$ cat src/rtl/if_ctrl_pkg.sv
// Shared types for the instruction-fetch sequencing controller.
// Holds the FSM state encoding and the address width.
package if_ctrl_pkg;
  localparam int ADDR_W = 32;

  typedef enum logic [1:0] {
    BOOT     = 2'b00,
    RUN      = 2'b01,
    REDIRECT = 2'b10,
    HALT     = 2'b11
  } fetch_state_t;
endpackage

$ cat src/rtl/sat_counter.sv
// Saturating up-counter used for the fetch performance counters.
// It sticks at all-ones instead of wrapping.
module sat_counter #(
  parameter int W = 16
) (
  input  logic         clk,
  input  logic         rst,
  input  logic         inc,
  output logic [W-1:0] count
);
  always_ff @(posedge clk or posedge rst) begin
    if (rst)
      count <= '0;
    else if (inc && (count != '1))
      count <= count + W'(1);
  end
endmodule

$ cat src/rtl/fetch_ctrl.sv
// Fetch-stage sequencer: boot hold, load-use stall, branch redirect
// with flush, and halt/resume, plus stall/redirect perf counters.
module fetch_ctrl
  import if_ctrl_pkg::*;
#(
  parameter int BOOT_CYCLES = 2,
  parameter int CNT_W       = 16
) (
  input  logic              clk,
  input  logic              rst,
  input  logic              hazard,
  input  logic              exBrTaken,
  input  logic [ADDR_W-1:0] exBrOffset,
  input  logic              halt,
  input  logic              resume,
  output logic              freeze,
  output logic              brTaken,
  output logic [ADDR_W-1:0] brOffset,
  output logic              flushIFID,
  output logic              flushIDEX,
  output logic              fetchValid,
  output logic [1:0]        state,
  output logic [CNT_W-1:0]  stallCount,
  output logic [CNT_W-1:0]  redirectCount
);
  localparam int BW = (BOOT_CYCLES > 1) ? $clog2(BOOT_CYCLES) : 1;
  localparam logic [BW-1:0] BOOT_LAST = BW'(BOOT_CYCLES - 1);

  fetch_state_t  state_q, state_d;
  logic [BW-1:0] boot_cnt;
  logic          stall_inc;
  logic          redir_inc;

  always_ff @(posedge clk or posedge rst) begin
    if (rst)
      state_q <= BOOT;
    else
      state_q <= state_d;
  end

  // Counts edges spent in BOOT; cleared on leaving so a re-boot starts at 0.
  always_ff @(posedge clk or posedge rst) begin
    if (rst)
      boot_cnt <= '0;
    else if (state_q == BOOT && boot_cnt != BOOT_LAST)
      boot_cnt <= boot_cnt + BW'(1);
    else
      boot_cnt <= '0;
  end

  always_comb begin
    state_d    = state_q;
    freeze     = 1'b0;
    fetchValid = 1'b0;
    brTaken    = 1'b0;
    brOffset   = '0;
    flushIFID  = 1'b0;
    flushIDEX  = 1'b0;
    stall_inc  = 1'b0;
    redir_inc  = 1'b0;
    unique case (state_q)
      BOOT: begin
        freeze = 1'b1;
        if (boot_cnt == BOOT_LAST)
          state_d = RUN;
      end
      RUN: begin
        if (exBrTaken) begin
          brTaken   = 1'b1;
          brOffset  = exBrOffset;
          flushIFID = 1'b1;
          flushIDEX = 1'b1;
          redir_inc = 1'b1;
          state_d   = REDIRECT;
        end else begin
          // A halt request still honours this cycle's hazard stall.
          if (halt)
            state_d = HALT;
          if (hazard) begin
            freeze    = 1'b1;
            flushIDEX = 1'b1;
            stall_inc = 1'b1;
          end else begin
            fetchValid = 1'b1;
          end
        end
      end
      REDIRECT: begin
        fetchValid = 1'b1;
        state_d    = RUN;
      end
      HALT: begin
        freeze = 1'b1;
        if (resume)
          state_d = RUN;
      end
      default: state_d = BOOT;
    endcase
  end

  assign state = state_q;

  sat_counter #(.W(CNT_W)) u_stall_cnt (
    .clk   (clk),
    .rst   (rst),
    .inc   (stall_inc),
    .count (stallCount)
  );

  sat_counter #(.W(CNT_W)) u_redir_cnt (
    .clk   (clk),
    .rst   (rst),
    .inc   (redir_inc),
    .count (redirectCount)
  );
endmodule

$ cat config.mk
export PLATFORM = sky130hd
export DESIGN_NAME = fetch_ctrl
export DESIGN_NICKNAME = d
export VERILOG_FILES = /design/src/rtl/if_ctrl_pkg.sv /design/src/rtl/sat_counter.sv /design/src/rtl/fetch_ctrl.sv
export SDC_FILE = /design/constraint.sdc
export NUM_CORES = 1
export LEC_CHECK = 0
export ABC_AREA = 1
export CORE_MARGIN = 1.5
export CORE_UTILIZATION = 40
export CTS_CLUSTER_SIZE = 16
export DETAILED_ROUTE_END_ITERATION = 10
export HOLD_SLACK_MARGIN = 0.15
export PLACE_DENSITY = 0.76
export SLEW_MARGIN = 20
export SYNTH_ARGS = -nofsm -noshare
export SYNTH_HDL_FRONTEND = slang
export SYNTH_SLANG_ARGS = --single-unit
$ cat constraint.sdc
create_clock -name clk -period 2.6 [get_ports clk]
set_clock_uncertainty 0.15 [all_clocks]
set_input_delay 0.78 -clock clk [delete_from_list [all_inputs] [get_ports clk]]
set_output_delay 0.78 -clock clk [all_outputs]
set_load 0.01 [all_outputs]
==> reports/qor.json, run 1 <==
{
  "outcome": {"value": "finished clean"},
  "drtAntennaViolNets": {"value": 0},
  "cell_internal_pwr": {"value": 1350, "unit": "uW"},
  "grt.met2_usage": {"value": 35.6, "unit": "%"},
  "clock_power_share": {"value": 17.9, "unit": "%"},
  "finalNetCount": {"value": 558},
  "initial_utilization": {"value": 41.7, "unit": "%"},
  "half_perimeter_wire_length_after_placement": {"value": 5.66, "unit": "mm"},
  "antennaDiodeCount": {"value": 0},
  "finish.instance_area": {"value": 3710, "unit": "um^2"},
  "die_h": {"value": 81.8, "unit": "um"},
  "worst-endpoint-required": {"value": 1670, "unit": "ps"},
  "place.gp.congestion": {"value": 0.878},
  "post-route-min-period": {"value": 2570, "unit": "ps"},
  "timing.critical_path.to_type": {"value": "output port"},
  "peak_fanout_along_the_critical_path": {"value": 1},
  "slew_headroom": {"value": 67.6, "unit": "%"},
  "grt_usage": {"value": 21.4, "unit": "%"},
  "grt_overflow": {"value": 0},
  "cts_buffers": {"value": 5},
  "clk_pin_slew": {"value": 70, "unit": "ps"},
  "timing.setup.tns": {"value": 0, "unit": "ps"},
  "cts.repair_timing.setup_buffer_count": {"value": 0},
  "timing_max_transition_violations_final": {"value": 0},
  "synth_cells": {"value": 395},
  "yosysMostFrequentCell": {"value": "sky130_fd_sc_hd__nand2_1"},
  "critical_path_top_delay_cell": {"value": "sky130_fd_sc_hd__clkdlybuf4s50_1"},
  "totalWireLength": {"value": 7.11, "unit": "mm"},
  "timing.fmax": {"value": 389, "unit": "MHz"},
  "ys_ff_latch": {"value": 35},
  "cts_num_sinks": {"value": 35},
  "ctsLongestPathBuffers": {"value": 2},
  "syn2layout_area_growth": {"value": 49.2, "unit": "%"},
  "netlist_area": {"value": 2480, "unit": "um^2"},
  "die_area": {"value": 6690, "unit": "um^2"},
  "grt_max_degree": {"value": 36},
  "synth.yosys.warnings": {"value": 0},
  "ir_worst_vdd": {"value": 0.338, "unit": "mV"},
  "core": {"value": 5960, "unit": "um^2"},
  "synth_ff_type": {"value": "sky130_fd_sc_hd__dfrtp_1"},
  "critical_path.reg2reg.endpoint": {"value": "u_stall_cnt.count[11]"},
  "std_cell_rows": {"value": 28},
  "routed-via-count": {"value": 2746},
  "synth_enable_flop_cells": {"value": 0},
  "port_buffers": {"value": 108},
  "avgViaCountPerCell": {"value": 4.66},
  "detailedRoute.firstIterationViolations": {"value": 153},
  "dpl_cell_area": {"value": 3700, "unit": "um^2"},
  "combinationalPowerShare": {"value": 48.4, "unit": "%"},
  "synth_cell_types": {"value": 22},
  "grt_most_used_layer": {"value": "met2"},
  "cts_hold_buffers": {"value": 0},
  "grt.met3_usage": {"value": 3.67, "unit": "%"},
  "timing_worst_setup_path_type": {"value": "primary input to output port"},
  "r2r_cells": {"value": 10},
  "worstSetupStartpointType": {"value": "primary input"},
  "unrepaired_setup_endpoints_after_global_routing": {"value": "false"},
  "slowest_delay": {"value": 460, "unit": "ps"},
  "dieWidth": {"value": 81.8, "unit": "um"},
  "tritoncts": {"value": "yes"},
  "number_of_antenna_violations_at_the_first_check_in_global_routing": {"value": 0},
  "synthTopCellsByCount": {"value": "sky130_fd_sc_hd__nand2_1, sky130_fd_sc_hd__inv_1, sky130_fd_sc_hd__nor2_1"},
  "start_point_of_the_critical_path": {"value": "exBrOffset[31]"},
  "synth_area_leader_cell": {"value": "sky130_fd_sc_hd__dfrtp_1"},
  "worst_slew_pin_slew": {"value": 481, "unit": "ps"},
  "endpoint": {"value": "brOffset[31]"},
  "yosysSeqAreaShare": {"value": 35.2, "unit": "%"},
  "total_switching_power": {"value": 908, "unit": "uW"},
  "first_global_vias": {"value": 2483},
  "critical_path_arrival": {"value": 1640, "unit": "ps"},
  "maxCapViolations": {"value": 0},
  "pwr-share-seq": {"value": 33.7, "unit": "%"},
  "avg_inst_size_synth": {"value": 6.29, "unit": "um^2"},
  "final_hold_viol_count": {"value": 0},
  "final_setup_violating_endpoints": {"value": 0},
  "wl_per_cell": {"value": 12.1, "unit": "um"},
  "grtUsageMet1": {"value": 27.4, "unit": "%"},
  "synth_largest_type_area_fraction": {"value": 35.2, "unit": "%"},
  "startpoint_of_the_worst_register_to_register_path": {"value": "u_stall_cnt.count[0]"},
  "drt_drc_violations_left": {"value": 0},
  "timing.critical_path.cells": {"value": "clkdlybuf4s50_1, inv_1, nor2_1, clkdlybuf4s15_1"},
  "min_path_type": {"value": "flip-flop to flip-flop"},
  "switching_share": {"value": 40.2, "unit": "%"},
  "mappedNetlistNets": {"value": 440},
  "reg2reg_setup_slack": {"value": 680, "unit": "ps"},
  "cellPowerDensity": {"value": 609, "unit": "nW/um^2"},
  "h_tree_levels": {"value": 2},
  "drtPass1Iterations": {"value": 4},
  "drive_above_1_share": {"value": 10.7, "unit": "%"},
  "power_leakage": {"value": 0.00190, "unit": "uW"},
  "post_route_fraction_of_the_period_consumed_by_the_critical_path": {"value": 98.8, "unit": "%"},
  "clock_latency_at_the_later_pin_of_the_worst_skew_pair": {"value": 300, "unit": "ps"},
  "postSynth.asyncResetShare": {"value": 100, "unit": "%"},
  "number_of_top_level_pins": {"value": 109},
  "global_route_wire_length_before_repair": {"value": 11.2, "unit": "mm"},
  "cts-root-buf": {"value": "sky130_fd_sc_hd__clkbuf_8"},
  "ys_top_cells_by_area": {"value": "sky130_fd_sc_hd__dfrtp_1, sky130_fd_sc_hd__nand2_1, sky130_fd_sc_hd__inv_1"}
}
[logic make-up (layout without fill, tap and decap cells)]
kind of cell | after synthesis | after routing | share of synthesized area, %
AOI/OAI and AO/OA | 21 | 21 | 4.28
xor gates and xnor gates | 8 | 8 | 2.82
and+or+nand+nor | 238 | 238 | 40.4
adders and majority gates | 7 | 7 | 3.52
buffers and inverters | 86 | 205 | 13.7
DFF | 35 | 35 | 35.2
[metal layers]
layer,share of wire (%),wire length (um),vias up
li1,-,-,1426
met1,41,2940,1240
met2,52,3720,68
met3,4.7,333,12
met4,1.5,109,0
met5,0,0,-
[worst min-delay path by stage]
stage	startpoint	end	slack (ps)	cells after the start
finish	boot_cnt	boot_cnt	270	1
detailed placement	boot_cnt	boot_cnt	260	1
global route	boot_cnt	boot_cnt	300	1
CTS	boot_cnt	boot_cnt	270	1
global placement	boot_cnt	boot_cnt	260	1
floorplan	boot_cnt	boot_cnt	240	1
[metrics by stage]
| step | utilization [%] | hold WS [ps] | cells | total power, uW | setup WS [ps] |
|---|---|---|---|---|---|
| after CTS | 63.4 | 267 | 589 | 2280 | 0.0969 |
| after global placement | 62.1 | 255 | 581 | 1910 | -522 |
| final | 62.3 | 268 | 589 | 2260 | 32.4 |
| after floorplan | - | 238 | 395 | 1290 | 396 |
| after detailed placement | 62.1 | 258 | 581 | 1950 | -605 |
| after global routing | 62.3 | 295 | 589 | 2440 | 2.38 |
[timing repair]
action                                  4_1_cts  5_1_grt
pin swaps                                     1        0
resized for setup                            85       23
hold endpoints to repair                      0        0
endpoints found under the setup margin       37       31
[power by group through the flow]
stage	sequential [uW]	combinational (uW)	clock, uW
6_report	761	1090	404
5_1_grt	782	1210	443
4_1_cts	759	1110	415
3_5_place_dp	768	1180	0
3_3_place_gp	762	1140	0
2_1_floorplan	785	505	0
[worst max-delay path: cells and delay by family]
family	cells	cell delay, ps
and+or+nand+nor	1	100
buffers and inverters	3	760
[cell usage in the layout, fill, tap and decap left out, types with 4 or more instances in the layout]
cell                              instances
sky130_fd_sc_hd__buf_2                    6
sky130_fd_sc_hd__buf_4                    8
sky130_fd_sc_hd__clkbuf_2                14
sky130_fd_sc_hd__clkbuf_8                 5
sky130_fd_sc_hd__clkdlybuf4s15_1         11
sky130_fd_sc_hd__clkdlybuf4s50_1         69
sky130_fd_sc_hd__dfrtp_1                 34
sky130_fd_sc_hd__dlygate4sd2_1            5
sky130_fd_sc_hd__ha_1                     6
sky130_fd_sc_hd__inv_1                   78
sky130_fd_sc_hd__nand2_1                122
sky130_fd_sc_hd__nand2_4                  4
sky130_fd_sc_hd__nand3_1                 19
sky130_fd_sc_hd__nand4_1                 14
sky130_fd_sc_hd__nor2_1                  69
sky130_fd_sc_hd__nor2_2                   5
sky130_fd_sc_hd__o21ai_0                 16
sky130_fd_sc_hd__xnor2_1                  7
[registers in the layout, summed over array words and instances (netlist names)]
name / count
state: 2
u_redir_cnt.count: 16
boot_cnt: 1
u_stall_cnt.count: 16
[area by class of cell]
type,count,area [um^2]
clock buffers,5,68.8
clock inverters,3,20.0
fillers,584,2250
inverters,80,300
multi-input cells,274,1290
flip-flops and latches,35,877
well taps,75,93.8
repair buffers,117,1060
No activity file was read; power rests on OpenSTA's default activity.
==> run 2, diff against run 1 <==
--- a/config.mk
+++ b/config.mk
@@ -6,11 +6,11 @@
 export NUM_CORES = 1
 export LEC_CHECK = 0
 export ABC_AREA = 1
-export CORE_MARGIN = 1.5
+export CORE_MARGIN = 2
 export CORE_UTILIZATION = 40
 export CTS_CLUSTER_SIZE = 16
 export DETAILED_ROUTE_END_ITERATION = 10
-export HOLD_SLACK_MARGIN = 0.15
+export HOLD_SLACK_MARGIN = 0.08
 export PLACE_DENSITY = 0.76
 export SLEW_MARGIN = 20
 export SYNTH_ARGS = -nofsm -noshare
==> reports/qor.json, run 2 (synthesis gave the netlist of run 1 again) <==
{
  "std_cell_rows": {"value": 28, "change": "unchanged"},
  "final_hold_viol_count": {"value": 0, "change": "unchanged"},
  "place.gp.congestion": {"value": 0.875, "change": "-0.27%"},
  "power_leakage": {"value": 0.00190, "unit": "uW", "change": "about the same"},
  "layout_commonest_cell": {"value": "sky130_fd_sc_hd__nand2_1"},
  "drt_drc_violations_left": {"value": 0, "change": "unchanged"},
  "min_path_type": {"value": "flip-flop to flip-flop"},
  "timing.fmax": {"value": 392, "unit": "MHz", "change": "+0.72%"},
  "dpl_cell_area": {"value": 3710, "unit": "um^2", "change": "+0.20%"},
  "drtPass1Iterations": {"value": 4, "change": "unchanged"},
  "die_h": {"value": 82.8, "unit": "um", "change": "+1.2%"},
  "layout_common_cells": {"value": "sky130_fd_sc_hd__nand2_1, sky130_fd_sc_hd__inv_1, sky130_fd_sc_hd__nor2_1, sky130_fd_sc_hd__clkdlybuf4s50_1, sky130_fd_sc_hd__dfrtp_1"},
  "grt_max_degree": {"value": 36, "change": "unchanged"},
  "totalWireLength": {"value": 7.06, "unit": "mm", "change": "-0.63%"},
  "antennaDiodeCount": {"value": 0, "change": "unchanged"},
  "syn2layout_area_growth": {"value": 49.8, "unit": "%"},
  "maxCapViolations": {"value": 0, "change": "unchanged"},
  "detailedRoute.firstIterationViolations": {"value": 88, "change": "-42%"},
  "port_buffers": {"value": 108, "change": "unchanged"},
  "outcome": {"value": "finished clean"},
  "finish.instance_area": {"value": 3720, "unit": "um^2", "change": "+0.37%"},
  "drtAntennaViolNets": {"value": 0, "change": "unchanged"},
  "fin_worst_hold_slack": {"value": 265, "unit": "ps", "change": "-2.72 ps"},
  "worst_slew_pin_slew": {"value": 454, "unit": "ps", "change": "-26.6 ps"},
  "cts_hold_buffers": {"value": 0, "change": "unchanged"},
  "ir_worst_vdd": {"value": 0.363, "unit": "mV", "change": "+7.4%"},
  "number_of_top_level_pins": {"value": 109, "change": "unchanged"},
  "first_global_vias": {"value": 2628, "change": "+5.8%"},
  "worst-endpoint-required": {"value": 1670, "unit": "ps", "change": "about the same"},
  "final_setup_violating_endpoints": {"value": 0, "change": "unchanged"},
  "wl_per_cell": {"value": 12.0, "unit": "um", "change": "-0.80%"},
  "number_of_antenna_violations_at_the_first_check_in_global_routing": {"value": 0, "change": "unchanged"},
  "core": {"value": 5960, "unit": "um^2", "change": "unchanged"},
  "timing_worst_setup_path_type": {"value": "primary input to output port"},
  "grt_overflow": {"value": 0, "change": "unchanged"},
  "post-route-min-period": {"value": 2550, "unit": "ps", "change": "-18.3 ps"},
  "timing.critical_path.to_type": {"value": "output port"},
  "die_area": {"value": 6860, "unit": "um^2", "change": "+2.5%"},
  "avgViaCountPerCell": {"value": 4.58, "change": "-1.7%"},
  "clock_latency_at_the_later_pin_of_the_worst_skew_pair": {"value": 290, "unit": "ps", "change": "about the same"},
  "timing_max_transition_violations_final": {"value": 0, "change": "unchanged"},
  "critical_path_arrival": {"value": 1620, "unit": "ps", "change": "-20 ps"},
  "grt_usage": {"value": 21.2, "unit": "%", "change": "-0.22 points"},
  "dieWidth": {"value": 82.8, "unit": "um", "change": "+1.2%"},
  "total_power": {"value": 2280, "unit": "uW", "change": "+0.96%"},
  "global_route_wire_length_before_repair": {"value": 12.2, "unit": "mm", "change": "+8.7%"},
  "slew_headroom": {"value": 69.7, "unit": "%", "change": "+2.1 points"},
  "post_route_fraction_of_the_period_consumed_by_the_critical_path": {"value": 98.1, "unit": "%", "change": "-0.70 points"},
  "worstSetupStartpointType": {"value": "primary input"},
  "tritoncts": {"value": "yes"},
  "half_perimeter_wire_length_after_placement": {"value": 5.50, "unit": "mm", "change": "-2.9%"},
  "routed-via-count": {"value": 2704, "change": "-1.5%"},
  "cellPowerDensity": {"value": 613, "unit": "nW/um^2", "change": "+0.59%"},
  "ctsLongestPathBuffers": {"value": 2, "change": "unchanged"},
  "cts_num_sinks": {"value": 35, "change": "unchanged"},
  "initial_utilization": {"value": 41.7, "unit": "%", "change": "unchanged"},
  "finalNetCount": {"value": 559, "change": "+0.18%"},
  "drive_above_1_share": {"value": 11.1, "unit": "%", "change": "+0.37 points"},
  "peak_fanout_along_the_critical_path": {"value": 1, "change": "unchanged"},
  "cts_buffers": {"value": 5, "change": "unchanged"},
  "h_tree_levels": {"value": 2, "change": "unchanged"},
  "clk_pin_slew": {"value": 80, "unit": "ps", "change": "about the same"},
  "cts-root-buf": {"value": "sky130_fd_sc_hd__clkbuf_8"},
  "timing.setup.tns": {"value": 0, "unit": "ps", "change": "unchanged"}
}
[run 2: report_power, final]
group          total, uW  switching [uW]  internal [uW]
combinational       1100             561            538
clock                421             230            192
sequential           761             125            637
total               2280             915           1370
[run 2: path summary, 6_finish.rpt]
check	startpoint	end	slack, ps	cells past startpoint
setup / recovery	exBrOffset[17]	brOffset[17]	50	4
hold / removal	boot_cnt	boot_cnt	270	1
setup reg to reg	state[0]	u_redir_cnt.count[9]	700	10
hold reg to reg	boot_cnt	boot_cnt	270	1
max in group asynchronous	rst	u_stall_cnt.count[3]	1250	3
min in group asynchronous	rst	u_stall_cnt.count[0]	730	3
[run 2: per-stage QoR]
| step | instances | util (%) | setup slack (ps) |
|---|---|---|---|
| final | 590 | 62.5 | 50.7 |
| after global routing | 590 | 62.5 | -8.61 |
| after CTS | 590 | 63.8 | 19.3 |
| after detailed placement | 582 | 62.2 | -584 |
| after global placement | 582 | 62.2 | -546 |
| after floorplan | 395 | - | 396 |
[run 2: area by class of cell]
class / count / area (um^2)
clock buffer: 5 / 68.8
clock inverter: 3 / 23.8
fill: 561 / 2230
inverter: 80 / 300
multi-input combinational: 274 / 1290
sequential: 35 / 876
tap: 75 / 93.8
timing repair buffer: 118 / 1070
[run 2: timing repair]
item,in CTS,in global routing
gates cloned,0,0
resized for setup,79,26
pin swaps,1,1
endpoints found under the setup margin,37,33
buffers inserted,0,0
[run 2: worst max-delay path: stages]
cell and delay [ps]:
sky130_fd_sc_hd__clkdlybuf4s50_1 460, sky130_fd_sc_hd__inv_1 40, sky130_fd_sc_hd__nor2_1 90, sky130_fd_sc_hd__clkdlybuf4s15_1 240
[run 2: layer usage]
metal / vias up / wire length, um / track usage, % / share of wire [%]
met1: 1207 / 3030 / 26.1 / 43
met2: 62 / 3630 / 37.3 / 51
met3: 13 / 254 / 3.38 / 3.6
met4: 0 / 141 / 7.30 / 2.0
met5: - / 0 / 0 / 0
li1: 1422 / - / - / -
==> run 3, diff against run 2 <==
--- a/config.mk
+++ b/config.mk
@@ -7,11 +7,11 @@
 export LEC_CHECK = 0
 export ABC_AREA = 1
 export CORE_MARGIN = 2
-export CORE_UTILIZATION = 40
-export CTS_CLUSTER_SIZE = 16
+export CORE_UTILIZATION = 46
+export CTS_CLUSTER_DIAMETER = 200
 export DETAILED_ROUTE_END_ITERATION = 10
 export HOLD_SLACK_MARGIN = 0.08
-export PLACE_DENSITY = 0.76
+export PLACE_DENSITY = 0.86
 export SLEW_MARGIN = 20
 export SYNTH_ARGS = -nofsm -noshare
 export SYNTH_HDL_FRONTEND = slang
==> reports/qor.json, run 3 (synthesis gave the netlist of run 1 again) <==
{
  "drtPass1Iterations": {"value": 4, "change": "unchanged"},
  "min-delay-start": {"value": "boot_cnt"},
  "layout_commonest_cell": {"value": "sky130_fd_sc_hd__nand2_1"},
  "h_tree_levels": {"value": 2, "change": "unchanged"},
  "critical_path_top_delay_cell": {"value": "sky130_fd_sc_hd__clkdlybuf4s50_1"},
  "die_area": {"value": 6010, "unit": "um^2", "change": "-12%"},
  "place.gp.congestion": {"value": 0.930, "change": "+6.2%"},
  "slew_headroom": {"value": 69.4, "unit": "%", "change": "-0.31 points"},
  "min_path_type": {"value": "flip-flop to flip-flop"},
  "instances_no_fill": {"value": 585, "change": "-0.85%"},
  "ctsLongestPathBuffers": {"value": 2, "change": "unchanged"},
  "outcome": {"value": "finished clean"},
  "worst-endpoint-required": {"value": 1670, "unit": "ps", "change": "about the same"},
  "initial_utilization": {"value": 48.0, "unit": "%", "change": "+6.3 points"},
  "cts_hold_buffers": {"value": 0, "change": "unchanged"},
  "worstSetupStartpointType": {"value": "primary input"},
  "reg2reg_setup_slack": {"value": 580, "unit": "ps", "change": "-120 ps"},
  "die_h": {"value": 77.5, "unit": "um", "change": "-6.4%"},
  "layout_common_cells": {"value": "sky130_fd_sc_hd__nand2_1, sky130_fd_sc_hd__inv_1, sky130_fd_sc_hd__nor2_1, sky130_fd_sc_hd__clkdlybuf4s50_1, sky130_fd_sc_hd__dfrtp_1"},
  "dpl_cell_area": {"value": 3680, "unit": "um^2", "change": "-0.57%"},
  "cellPowerDensity": {"value": 630, "unit": "nW/um^2", "change": "+2.7%"},
  "first_global_vias": {"value": 2767, "change": "+5.3%"},
  "fin_worst_hold_slack": {"value": 270, "unit": "ps", "change": "+4.82 ps"},
  "wl_per_cell": {"value": 12.3, "unit": "um", "change": "+2.6%"},
  "r2r_cells": {"value": 12, "change": "+2"},
  "core": {"value": 5170, "unit": "um^2", "change": "-13%"},
  "finalNetCount": {"value": 559, "change": "unchanged"},
  "grt_max_degree": {"value": 36, "change": "unchanged"},
  "timing.hold.worst_path_depth": {"value": 1, "change": "unchanged"},
  "timing.critical_path.to_type": {"value": "output port"},
  "ir_worst_vdd": {"value": 0.392, "unit": "mV", "change": "+8.1%"},
  "peak_fanout_along_the_critical_path": {"value": 1, "change": "unchanged"},
  "number_of_antenna_violations_at_the_first_check_in_global_routing": {"value": 0, "change": "unchanged"},
  "cts_buffers": {"value": 5, "change": "unchanged"},
  "syn2layout_area_growth": {"value": 50.6, "unit": "%"},
  "cts_num_sinks": {"value": 35, "change": "unchanged"},
  "power_leakage": {"value": 0.00193, "unit": "uW", "change": "+1.8%"},
  "grt_usage": {"value": 24.7, "unit": "%", "change": "+3.6 points"},
  "timing_max_transition_violations_final": {"value": 0, "change": "unchanged"},
  "global_route_wire_length_before_repair": {"value": 12.1, "unit": "mm", "change": "-0.22%"},
  "critical_path_arrival": {"value": 1650, "unit": "ps", "change": "+30 ps"},
  "tritoncts": {"value": "yes"},
  "routed-via-count": {"value": 2829, "change": "+4.6%"},
  "drive_above_1_share": {"value": 11.1, "unit": "%", "change": "unchanged"},
  "hold_path_end": {"value": "boot_cnt"},
  "clock_latency_at_the_later_pin_of_the_worst_skew_pair": {"value": 280, "unit": "ps", "change": "about the same"},
  "drt_drc_violations_left": {"value": 0, "change": "unchanged"},
  "timing.fmax": {"value": 387, "unit": "MHz", "change": "-1.2%"},
  "maxCapViolations": {"value": 0, "change": "unchanged"},
  "number_of_top_level_pins": {"value": 109, "change": "unchanged"},
  "place.detailed.instances": {"value": 575, "change": "-1.2%"},
  "detailedRoute.firstIterationViolations": {"value": 136, "change": "+55%"},
  "grt_overflow": {"value": 0, "change": "unchanged"},
  "avgViaCountPerCell": {"value": 4.84, "change": "+5.5%"},
  "timing.critical_path.cells": {"value": "clkdlybuf4s50_1, inv_1, nor2_1, dlygate4sd2_1"},
  "dieWidth": {"value": 77.5, "unit": "um", "change": "-6.4%"},
  "cts-root-buf": {"value": "sky130_fd_sc_hd__clkbuf_8"},
  "final.fill_count": {"value": 421, "change": "-25%"},
  "drtAntennaViolNets": {"value": 0, "change": "unchanged"},
  "std_cell_rows": {"value": 26, "change": "-7.1%"},
  "critical_path.reg2reg.endpoint": {"value": "u_stall_cnt.count[12]"},
  "antennaDiodeCount": {"value": 0, "change": "unchanged"},
  "totalWireLength": {"value": 7.19, "unit": "mm", "change": "+1.8%"},
  "post-route-min-period": {"value": 2580, "unit": "ps", "change": "+31.8 ps"},
  "finish.instance_area": {"value": 3740, "unit": "um^2", "change": "+0.54%"},
  "port_buffers": {"value": 108, "change": "unchanged"},
  "final_hold_viol_count": {"value": 0, "change": "unchanged"},
  "startpoint_of_the_worst_register_to_register_path": {"value": "state[0]"},
  "start_point_of_the_critical_path": {"value": "exBrOffset[12]"},
  "timing.setup.tns": {"value": 0, "unit": "ps", "change": "unchanged"},
  "final_setup_violating_endpoints": {"value": 0, "change": "unchanged"},
  "worst_slew_pin_slew": {"value": 459, "unit": "ps", "change": "+4.58 ps"},
  "slowest_delay": {"value": 450, "unit": "ps", "change": "about the same"},
  "clk_pin_slew": {"value": 80, "unit": "ps", "change": "about the same"},
  "half_perimeter_wire_length_after_placement": {"value": 5.66, "unit": "mm", "change": "+3.0%"},
  "timing_worst_setup_path_type": {"value": "primary input to output port"},
  "post_route_fraction_of_the_period_consumed_by_the_critical_path": {"value": 99.3, "unit": "%", "change": "+1.2 points"}
}
-- run 3: cell count changes in the layout (fill, tap and decap cells not counted), moves of 2 or more --
cell,previous run,this run
sky130_fd_sc_hd__inv_2,2,4
sky130_fd_sc_hd__dlygate4sd2_1,5,7
sky130_fd_sc_hd__inv_1,77,75
sky130_fd_sc_hd__clkinvlp_4,2,0
sky130_fd_sc_hd__clkbuf_2,18,14
-- run 3: what timing repair did --
action	4_1_cts	5_1_grt
resized for setup	60	42
setup endpoints to repair	37	34
pin swaps	1	1
setup buffers	1	1
-- run 3: power by group --
part | total, uW | internal (uW) | switching (uW)
Combinational | 1110 | 536 | 571
Clock | 491 | 286 | 205
Sequential | 759 | 637 | 122
Total | 2360 | 1460 | 898
-- run 3: layout make-up --
cell class | instances | area (um^2) | area share, %
clock buffers | 5 | 68.8 | 1.84
well taps | 70 | 87.6 | 2.34
repair buffers | 118 | 1080 | 28.9
flip-flops and latches | 35 | 876 | 23.4
multi-input cells | 274 | 1280 | 34.3
clock inverters | 3 | 43.8 | 1.17
inverters | 80 | 300 | 8.02
-- run 3: worst max path at each step --
stage	slack [ps]	cells past startpoint	end
floorplan	400	3	brOffset[0]
global placement	-540	5	brOffset[20]
detailed placement	-610	5	brOffset[4]
CTS	-50	4	freeze
global route	-9	5	brOffset[12]
finish	20	4	brOffset[12]
-- run 3: metrics by stage --
| stage | util (%) | power, uW | setup WS [ps] |
|---|---|---|---|
| after global placement | 71.2 | 1900 | -544 |
| after floorplan | - | 1290 | 396 |
| after CTS | 72.7 | 2360 | -52.4 |
| after detailed placement | 71.2 | 1940 | -612 |
| after global routing | 72.4 | 2530 | -9.16 |
| final | 72.4 | 2360 | 18.9 |
-- run 3: layer usage --
metal  global-route usage, %  routed length, um  vias to the layer above
met2                    48.0               3810                      106
met1                    26.9               2810                     1290
met4                    6.25                 97                        0
met5                       0                  0                        -
li1                        -                  -                     1425
met3                    5.35                470                        8
-- run 3: worst max-delay path: cells and delay by family --
family | cells | cell delay (ps)
buf+inv | 3 | 760
simple gates | 1 | 110
